### src/rtl/accel_pkg.sv
// Shared types and constants for the accelerator stream-routing blocks.
package accel_pkg;

  localparam logic MODE_STATIC = 1'b0;
  localparam logic MODE_RR     = 1'b1;

  typedef enum logic {IDLE, LOCKED} state_t;

endpackage

### src/rtl/rr_pick.sv
// Combinational rotating-priority picker: first set request at or after ptr, wrapping.
module rr_pick #(
  parameter int NUM_IN = 4,
  localparam int SEL_W = $clog2(NUM_IN)
) (
  input  logic [NUM_IN-1:0] req,
  input  logic [SEL_W-1:0]  ptr,
  output logic [SEL_W-1:0]  gnt_idx,
  output logic              gnt_any
);

  always_comb begin
    gnt_idx = '0;
    gnt_any = |req;
    // Walk from farthest to nearest so the closest request to ptr is written last.
    for (int k = NUM_IN - 1; k >= 0; k--) begin
      if (req[SEL_W'((int'(ptr) + k) % NUM_IN)]) begin
        gnt_idx = SEL_W'((int'(ptr) + k) % NUM_IN);
      end
    end
  end

endmodule

### src/rtl/muxn_stream.sv
// N-input valid/ready stream mux with packet locking, static or round-robin
// channel choice, and a single registered output stage.
//
// state  | meaning
// IDLE   | between packets; grant from sel (static) or rr_pick (round-robin)
// LOCKED | mid-packet; grant pinned to lock_ch until a beat with last
module muxn_stream
  import accel_pkg::*;
#(
  parameter int WIDTH  = 16,
  parameter int NUM_IN = 4,
  localparam int SEL_W = $clog2(NUM_IN)
) (
  input  logic                    clk,
  input  logic                    rst_n,
  input  logic                    mode,
  input  logic [SEL_W-1:0]        sel,
  input  logic [NUM_IN-1:0]       in_valid,
  input  logic [NUM_IN*WIDTH-1:0] in_data,
  input  logic [NUM_IN-1:0]       in_last,
  output logic [NUM_IN-1:0]       in_ready,
  output logic                    out_valid,
  output logic [WIDTH-1:0]        out_data,
  output logic                    out_last,
  output logic [SEL_W-1:0]        out_ch,
  input  logic                    out_ready
);

  state_t            state_q, state_d;
  logic [SEL_W-1:0]  lock_ch_q, rr_ptr_q;
  logic [SEL_W-1:0]  grant, rr_idx;
  logic              grant_ok, rr_any;
  logic              can_load, in_xfer, sel_last;
  logic [WIDTH-1:0]  sel_data;

  rr_pick #(.NUM_IN(NUM_IN)) u_rr_pick (
    .req     (in_valid),
    .ptr     (rr_ptr_q),
    .gnt_idx (rr_idx),
    .gnt_any (rr_any)
  );

  assign can_load = ~out_valid | out_ready;

  // sel may exceed NUM_IN-1 when NUM_IN is not a power of two; then nobody is ready.
  always_comb begin
    grant    = sel;
    grant_ok = (int'(sel) < NUM_IN);
    if (state_q == LOCKED) begin
      grant    = lock_ch_q;
      grant_ok = 1'b1;
    end else if (mode == MODE_RR) begin
      grant    = rr_idx;
      grant_ok = rr_any;
    end
  end

  always_comb begin
    in_ready = '0;
    sel_data = '0;
    sel_last = 1'b0;
    for (int i = 0; i < NUM_IN; i++) begin
      if (grant == SEL_W'(i)) begin
        in_ready[i] = can_load & grant_ok;
        sel_data    = in_data[i*WIDTH +: WIDTH];
        sel_last    = in_last[i];
      end
    end
  end

  assign in_xfer = |(in_valid & in_ready);

  always_ff @(posedge clk or negedge rst_n) begin
    if (!rst_n) state_q <= IDLE;
    else        state_q <= state_d;
  end

  always_comb begin
    state_d = state_q;
    case (state_q)
      IDLE:   if (in_xfer && !sel_last) state_d = LOCKED;
      LOCKED: if (in_xfer &&  sel_last) state_d = IDLE;
    endcase
  end

  always_ff @(posedge clk or negedge rst_n) begin
    if (!rst_n) begin
      lock_ch_q <= '0;
      rr_ptr_q  <= '0;
    end else if (in_xfer) begin
      if (state_q == IDLE && !sel_last) lock_ch_q <= grant;
      if (sel_last) rr_ptr_q <= (grant == SEL_W'(NUM_IN - 1)) ? '0 : grant + 1'b1;
    end
  end

  always_ff @(posedge clk or negedge rst_n) begin
    if (!rst_n) begin
      out_valid <= 1'b0;
      out_data  <= '0;
      out_last  <= 1'b0;
      out_ch    <= '0;
    end else if (in_xfer) begin
      out_valid <= 1'b1;
      out_data  <= sel_data;
      out_last  <= sel_last;
      out_ch    <= grant;
    end else if (out_ready) begin
      out_valid <= 1'b0;
    end
  end

endmodule
### config.mk
export PLATFORM = sky130hd
export DESIGN_NAME = muxn_stream
export DESIGN_NICKNAME = d
export VERILOG_FILES = /design/src/rtl/accel_pkg.sv /design/src/rtl/rr_pick.sv /design/src/rtl/muxn_stream.sv
export SDC_FILE = /design/constraint.sdc
export NUM_CORES = 1
export LEC_CHECK = 0
export CAP_MARGIN = 20
export CORE_UTILIZATION = 45
export DETAILED_ROUTE_END_ITERATION = 12
export DONT_BUFFER_PORTS = 1
export GPL_TIMING_DRIVEN = 0
export HOLD_SLACK_MARGIN = 0.15
export PLACE_DENSITY = 0.65
export SYNTH_ARGS = -nofsm -noshare
export SYNTH_HDL_FRONTEND = slang
export SYNTH_SLANG_ARGS = --single-unit
### constraint.sdc
create_clock -name clk -period 8.6 [get_ports clk]
set_input_delay 0.86 -clock clk [delete_from_list [all_inputs] [get_ports clk]]
set_output_delay 0.86 -clock clk [all_outputs]
set_load 0.05 [all_outputs]
# Word-level counts from Yosys, hierarchy flattened
# Index checks and enable logic that the tools add are counted.
dict set report classes {
  bitwise_logic 5
  magnitude_cmp 4
  mul 0
  eq_ne 3
  div_mod_pow 0
  mux 38
  n_addsub 4
  n_shift 0
  reduce_logical 10
}
# cell n
set op_table {}
lappend op_table {{16-bit 2-to-1 mux} 4}
lappend op_table {{1-bit 2-to-1 mux} 22}
lappend op_table {{2-bit by 4-bit < comparator with 1-bit output (second input constant)} 4}
lappend op_table {{2-bit 2-to-1 mux} 7}
lappend op_table {{1-bit binary-select mux with 2-bit select} 4}
lappend op_table {{4-bit OR reduction} 2}
lappend op_table {{2-bit by 1-bit adder with 2-bit output (second input constant)} 2}
lappend op_table {{2-bit adder (second input constant)} 2}
lappend op_table {{4-bit bitwise AND} 1}
lappend op_table {{2-bit equality test (second input constant)} 2}
lappend op_table {{2-bit AND reduction} 2}
lappend op_table {{1-bit logical AND} 3}
lappend op_table {{2-bit by 1-bit equality test with 1-bit output (second input constant)} 1}
lappend op_table {{2-bit logical NOT} 1}
lappend op_table {{1-bit inverter} 2}
lappend op_table {{1-bit one-hot mux with 2 select lines} 1}
lappend op_table {{2-bit nonzero test} 1}
lappend op_table {{1-bit bitwise AND} 1}
lappend op_table {{1-bit logical NOT} 1}
lappend op_table {{1-bit OR} 1}
dict set report word_totals {
  n_memories 0
  ff_bits 25
  latch_bits 0
  mem_bits_rw 0
  out_inout_bits 24
  mem_bits_ro 0
}

# Depth between registers and ports, before layout
dict set report logic_depth {
  ltp_word 19
  ltp_mapped 11
  depth_no_buf 9
}

# Cells and area by module
# Synthesis repeated with hierarchy kept, for this count alone.
dict set report hier_totals {
  cells_unflattened 193
  area_unflattened_um2 1680.4
}
# mod cells_each area_per_inst_um2 seq_area_each_um2 instances
set by_module_without_submodules {}
lappend by_module_without_submodules {muxn_stream 180 1602.8 625.6 1}
lappend by_module_without_submodules {rr_pick 13 77.6 0.0 1}

# Worst setup path before layout
# OpenSTA, ideal clock, no wires.
dict set report synth_timing {
  path_kind {input to output}
  from {input port in_valid[3]}
  to {output port in_ready[1]}
  n_path_buf 2
  setup_slack_ps 4868
  arrival_time_ps 2872
  stages 8
  path_cell_list {nand2_1 and3_1 o311ai_0 and2_1 ha_1 buf_2 clkbuf_1 and2_1}
}
dict set report synth_between {
  elab_chain_cells 11
  elab_cells_between_ends 24
}
# element line_no
set synth_lines {}
lappend synth_lines {{from (decl)} muxn_stream.sv:18} ;# input logic [NUM_IN-1:0] in_valid,
lappend synth_lines {{1-bit binary-select mux with 2-bit select} rr_pick.sv:17} ;# if (req[SEL_W'((int'(ptr) + k) % NUM_IN)]) begin
lappend synth_lines {{1-bit 2-to-1 mux (not written as such) (2 in a row)} rr_pick.sv:17}
lappend synth_lines {{2-bit 2-to-1 mux (3 in a row)} rr_pick.sv:17}
lappend synth_lines {{2-bit 2-to-1 mux *} rr_pick.sv:17}
lappend synth_lines {{2-bit 2-to-1 mux *} muxn_stream.sv:52} ;# end else if (mode == MODE_RR) begin
lappend synth_lines {{2-bit 2-to-1 mux *} muxn_stream.sv:49} ;# if (state_q == LOCKED) begin
lappend synth_lines {{via grant[0]} muxn_stream.sv:31} ;# logic [SEL_W-1:0] grant, rr_idx;
lappend synth_lines {{2-bit by 1-bit equality test with 1-bit output *} muxn_stream.sv:63} ;# if (grant == SEL_W'(i)) begin
lappend synth_lines {{1-bit 2-to-1 mux *} muxn_stream.sv:63}
lappend synth_lines {{to (decl)} muxn_stream.sv:21} ;# output logic [NUM_IN-1:0] in_ready,
# The timed path passes the listed nets; every way through them passes the cells marked *. The select of a mux whose other input is x is not followed.

# Worst setup path in the final report
# Ends and elaborated chain as after synthesis.

==> summary.md <==
| Metric | Value |
|---|---|
| Status | complete, no violations |
| R2r setup slk | 5200 ps |
| Setup Skew | between 2 and 2.5 ps |
| Post-CTS resize count | 0 |
| Gate Count Post-Synth | 182 |
| Most frequent cells after synthesis | dfrtp_1 (25), nand2_1 (23), mux2_2 (17), nor2b_1 (17), o31ai_1 (16) |
| Post-synth ARST share | between 90% and 100% |
| Synth unique cells | 35 |
| VDD IR max | 213 uV |
| Initial antenna violation count | 0 |
| Post-synth EDFFs | 0 |
| Clock transition at path regs | 90 ps |
| DP Worst Slack | approximately 4400 ps |
| Num Clock Sinks | 25 |
| Final std cell area, no fill | about 1800 um^2 |
| First-pass detailed-route iteration total | 5 |
| Pwr/cell area | approximately 570 nW/um^2 |
| Layout cells sized above 1 | about 16% |
| Global route overflow | 0 |
| Avg Inst Size Synth | 9.56 um^2 |
| Starting DRT DRC Count | 66 |
| Area occupied by registers | between 600 and 700 um^2 |
| Post-synthesis cell area | about 1700 um^2 |
| Layout Nets | 269 |
| Unrepaired setup endpoints after global routing | false |
| # DRC | 0 |
| Count leader, synth | dfrtp_1 |
| Fill cells | ~370 |
| Critical setup path kind | input pin to output pin |
| Top-area cell type share of the netlist area | 35.9% |
| P&R area growth vs syn | 6.11% |
| Yosys Warn Count | 0 |
| Die area | between 4000 and 5000 um^2 |
| Top FF cell, synth | dfrtp_1 |
| Clock Latency Late Sink | between 200 and 300 ps |
| Largest stage delay on the critical path | 590 ps |
| Vias per Instance | 6.42 |
| Slowest cell on crit path | o311ai_0 |
| Static Leak | between 0.7 and 0.8 nW |
| Worst EP arrival | 3340 ps |
| Worst Setup Start Kind | input pin |
| Tcrit/Tclk final | 48.8% |
| First-pass GRT wire length | 7.36 mm |
| Worst hold path class | input pin to asynchronous set/reset pin |
| Antenna Violating Nets Remaining | 0 |
| Max_cap viols | 0 |
| Top post-synthesis cells by area | dfrtp_1 (36%), mux2_2 (11%), a221oi_1 (7.5%), o31ai_1 (6.9%), nor2b_1 (6.1%) |
| CTS Buf Count | 3 |
| Part of the Yosys area used for sequential elements | roughly 36% |
| CP Capture Type | output pin |
| Area of the multi-input gates | 1020 um^2 |
| CTS root buf | clkbuf_8 |
| Crit path required time | around 7700 ps |
| CTS H-tree lvls | 1 |
| Net Count, Synth | ~260 |
| Row cnt | 22 |
| Worst path most repeated cell | and2_1 |
| Final WL | 4.68 mm |
| GPL Wtd Cong | between 0.8 and 0.9 |
| Setup ws final | around 4400 ps |
| Post-DP HPWL | roughly 3.6 mm |
| Clock buffer depth | 2 |
| GRT Overall Usage | 23.5% |
| Fmax | about 240 MHz |
| Largest net degree at the start of global routing | 26 |
| #FFs+latches synth | 25 |
| Vias in the first global route | around 1500 |
| Area leader, netlist | dfrtp_1 |
| Via count | ~1500 |
| Total core area | 3690 um^2 |
| ANT cells | 0 |
| Worst-path fanout max | 10 |
| Final core occ | 50.1% |
| Least-Margin Pin Slew | 689 ps |
| Final setup viols | 0 |
| Die Span Y | 64.2 um |
| CTS tree | done |
| I/O pins | between 100 and 150 |
| Initial Util | around 47% |
| Setup_tns | 0 ps |
| Post-DP Area | about 1800 um^2 |
| Hold Vio Cnt, Final | 0 |
| Post-CTS Setup Bufs | 0 |
| Die Wd | ~64 um |
| Final worst path period need | between 4000 and 5000 ps |
| Slew margin rel. | 53.5% |
| Crit-path cells | nand2_1 -> and3_1 -> o311ai_0 -> and2_1 -> ha_1 -> buf_2 -> clkbuf_1 -> and2_1 |
| Routed length per placed instance | around 20 um |
| IO Port Bufs | 0 |
| Slew Viols, Final | 0 |
| Hold Buf Count CTS | 0 |
-- where the power goes --
part           internal (mW)  switching [mW]  total [mW]
Combinational          0.267           0.327       0.594
Sequential             0.177           0.206       0.383
Clock                 0.0325          0.0396      0.0722
Total                  0.477           0.573        1.05
-- routing by layer --
layer / vias to the layer above / routed length (um) / GRT usage (%)
met3: 5 / 374 / 5.36
li1: 687 / - / -
met2: 81 / 2310 / 41.0
met1: 729 / 1940 / 28.3
met4: 0 / 51 / 7.78
met5: - / 0 / 0
-- flip-flops by register name, summed over array words and instances, names as in the netlist --
name	count
rr_ptr_q	2
out_valid	1
lock_ch_q	2
out_data	16
state_q	1
out_ch	2
out_last	1
-- cells in the final DEF (no fill, tap or decap), drive strengths merged, types with 2 or more instances in the layout --
master  netlist  final
a22oi         2      2
dfrtp        25     25
nor2b        17     17
nand2        23     23
buf           6      6
mux2         19     19
ha            4      4
nand2b        7      7
a21boi        3      3
and2          6      6
a221oi       15     15
inv           3      3
nand3         2      2
o21ai         3      3
clkbuf        8     11
a211oi        3      3
o31ai        16     16
a21oi         5      5
-- cell type report --
type                       count  share of cell area, %
sequential                    25                   33.9
multi-input combinational    140                   55.5
inverter                       3                  0.610
buffer                        14                   4.27
tap                           48                   3.25
clock buffer                   3                   2.24
clock inverter                 1                  0.271
-- through the flow --
| stage | std cells | hold slack [ps] | total power, mW |
|---|---|---|---|
| global route | 234 | 250 | 1.13 |
| detailed placement | 230 | 499 | 0.978 |
| CTS | 234 | 262 | 1.05 |
| global placement | 230 | 464 | 0.950 |
| floorplan | 182 | 448 | 0.852 |
| finish | 234 | 266 | 1.05 |
-- cell families after synthesis --
logic type | share of synthesized area [%]
DFF | 35.9
adders and majority gates | 2.88
and+or+nand+nor | 19.2
AOI/OAI and AO/OA | 23.9
muxes | 12.9
buffers and inverters | 5.18
-- critical path, delay by kind of cell --
family | cells | cell delay, ps
AO/OA/AOI/OAI | 1 | 590
adder cells (fa/ha/maj) | 1 | 210
buffers and inverters | 2 | 660
AND/OR/NAND/NOR | 4 | 1000
-- worst paths after layout --
check | from | end | cells past startpoint
worst max-delay path | in_valid[3] | in_ready[1] | 8
worst min-delay path | rst_n | out_data[9] | 0
worst max register to register | rr_ptr_q[1] | lock_ch_q[0] | 10
worst min register to register | lock_ch_q[0] | lock_ch_q[0] | 1
max in group asynchronous | rst_n | rr_ptr_q[1] | 0
min in group clk | lock_ch_q[0] | lock_ch_q[0] | 1
No activity file was read; power rests on OpenSTA's default activity.
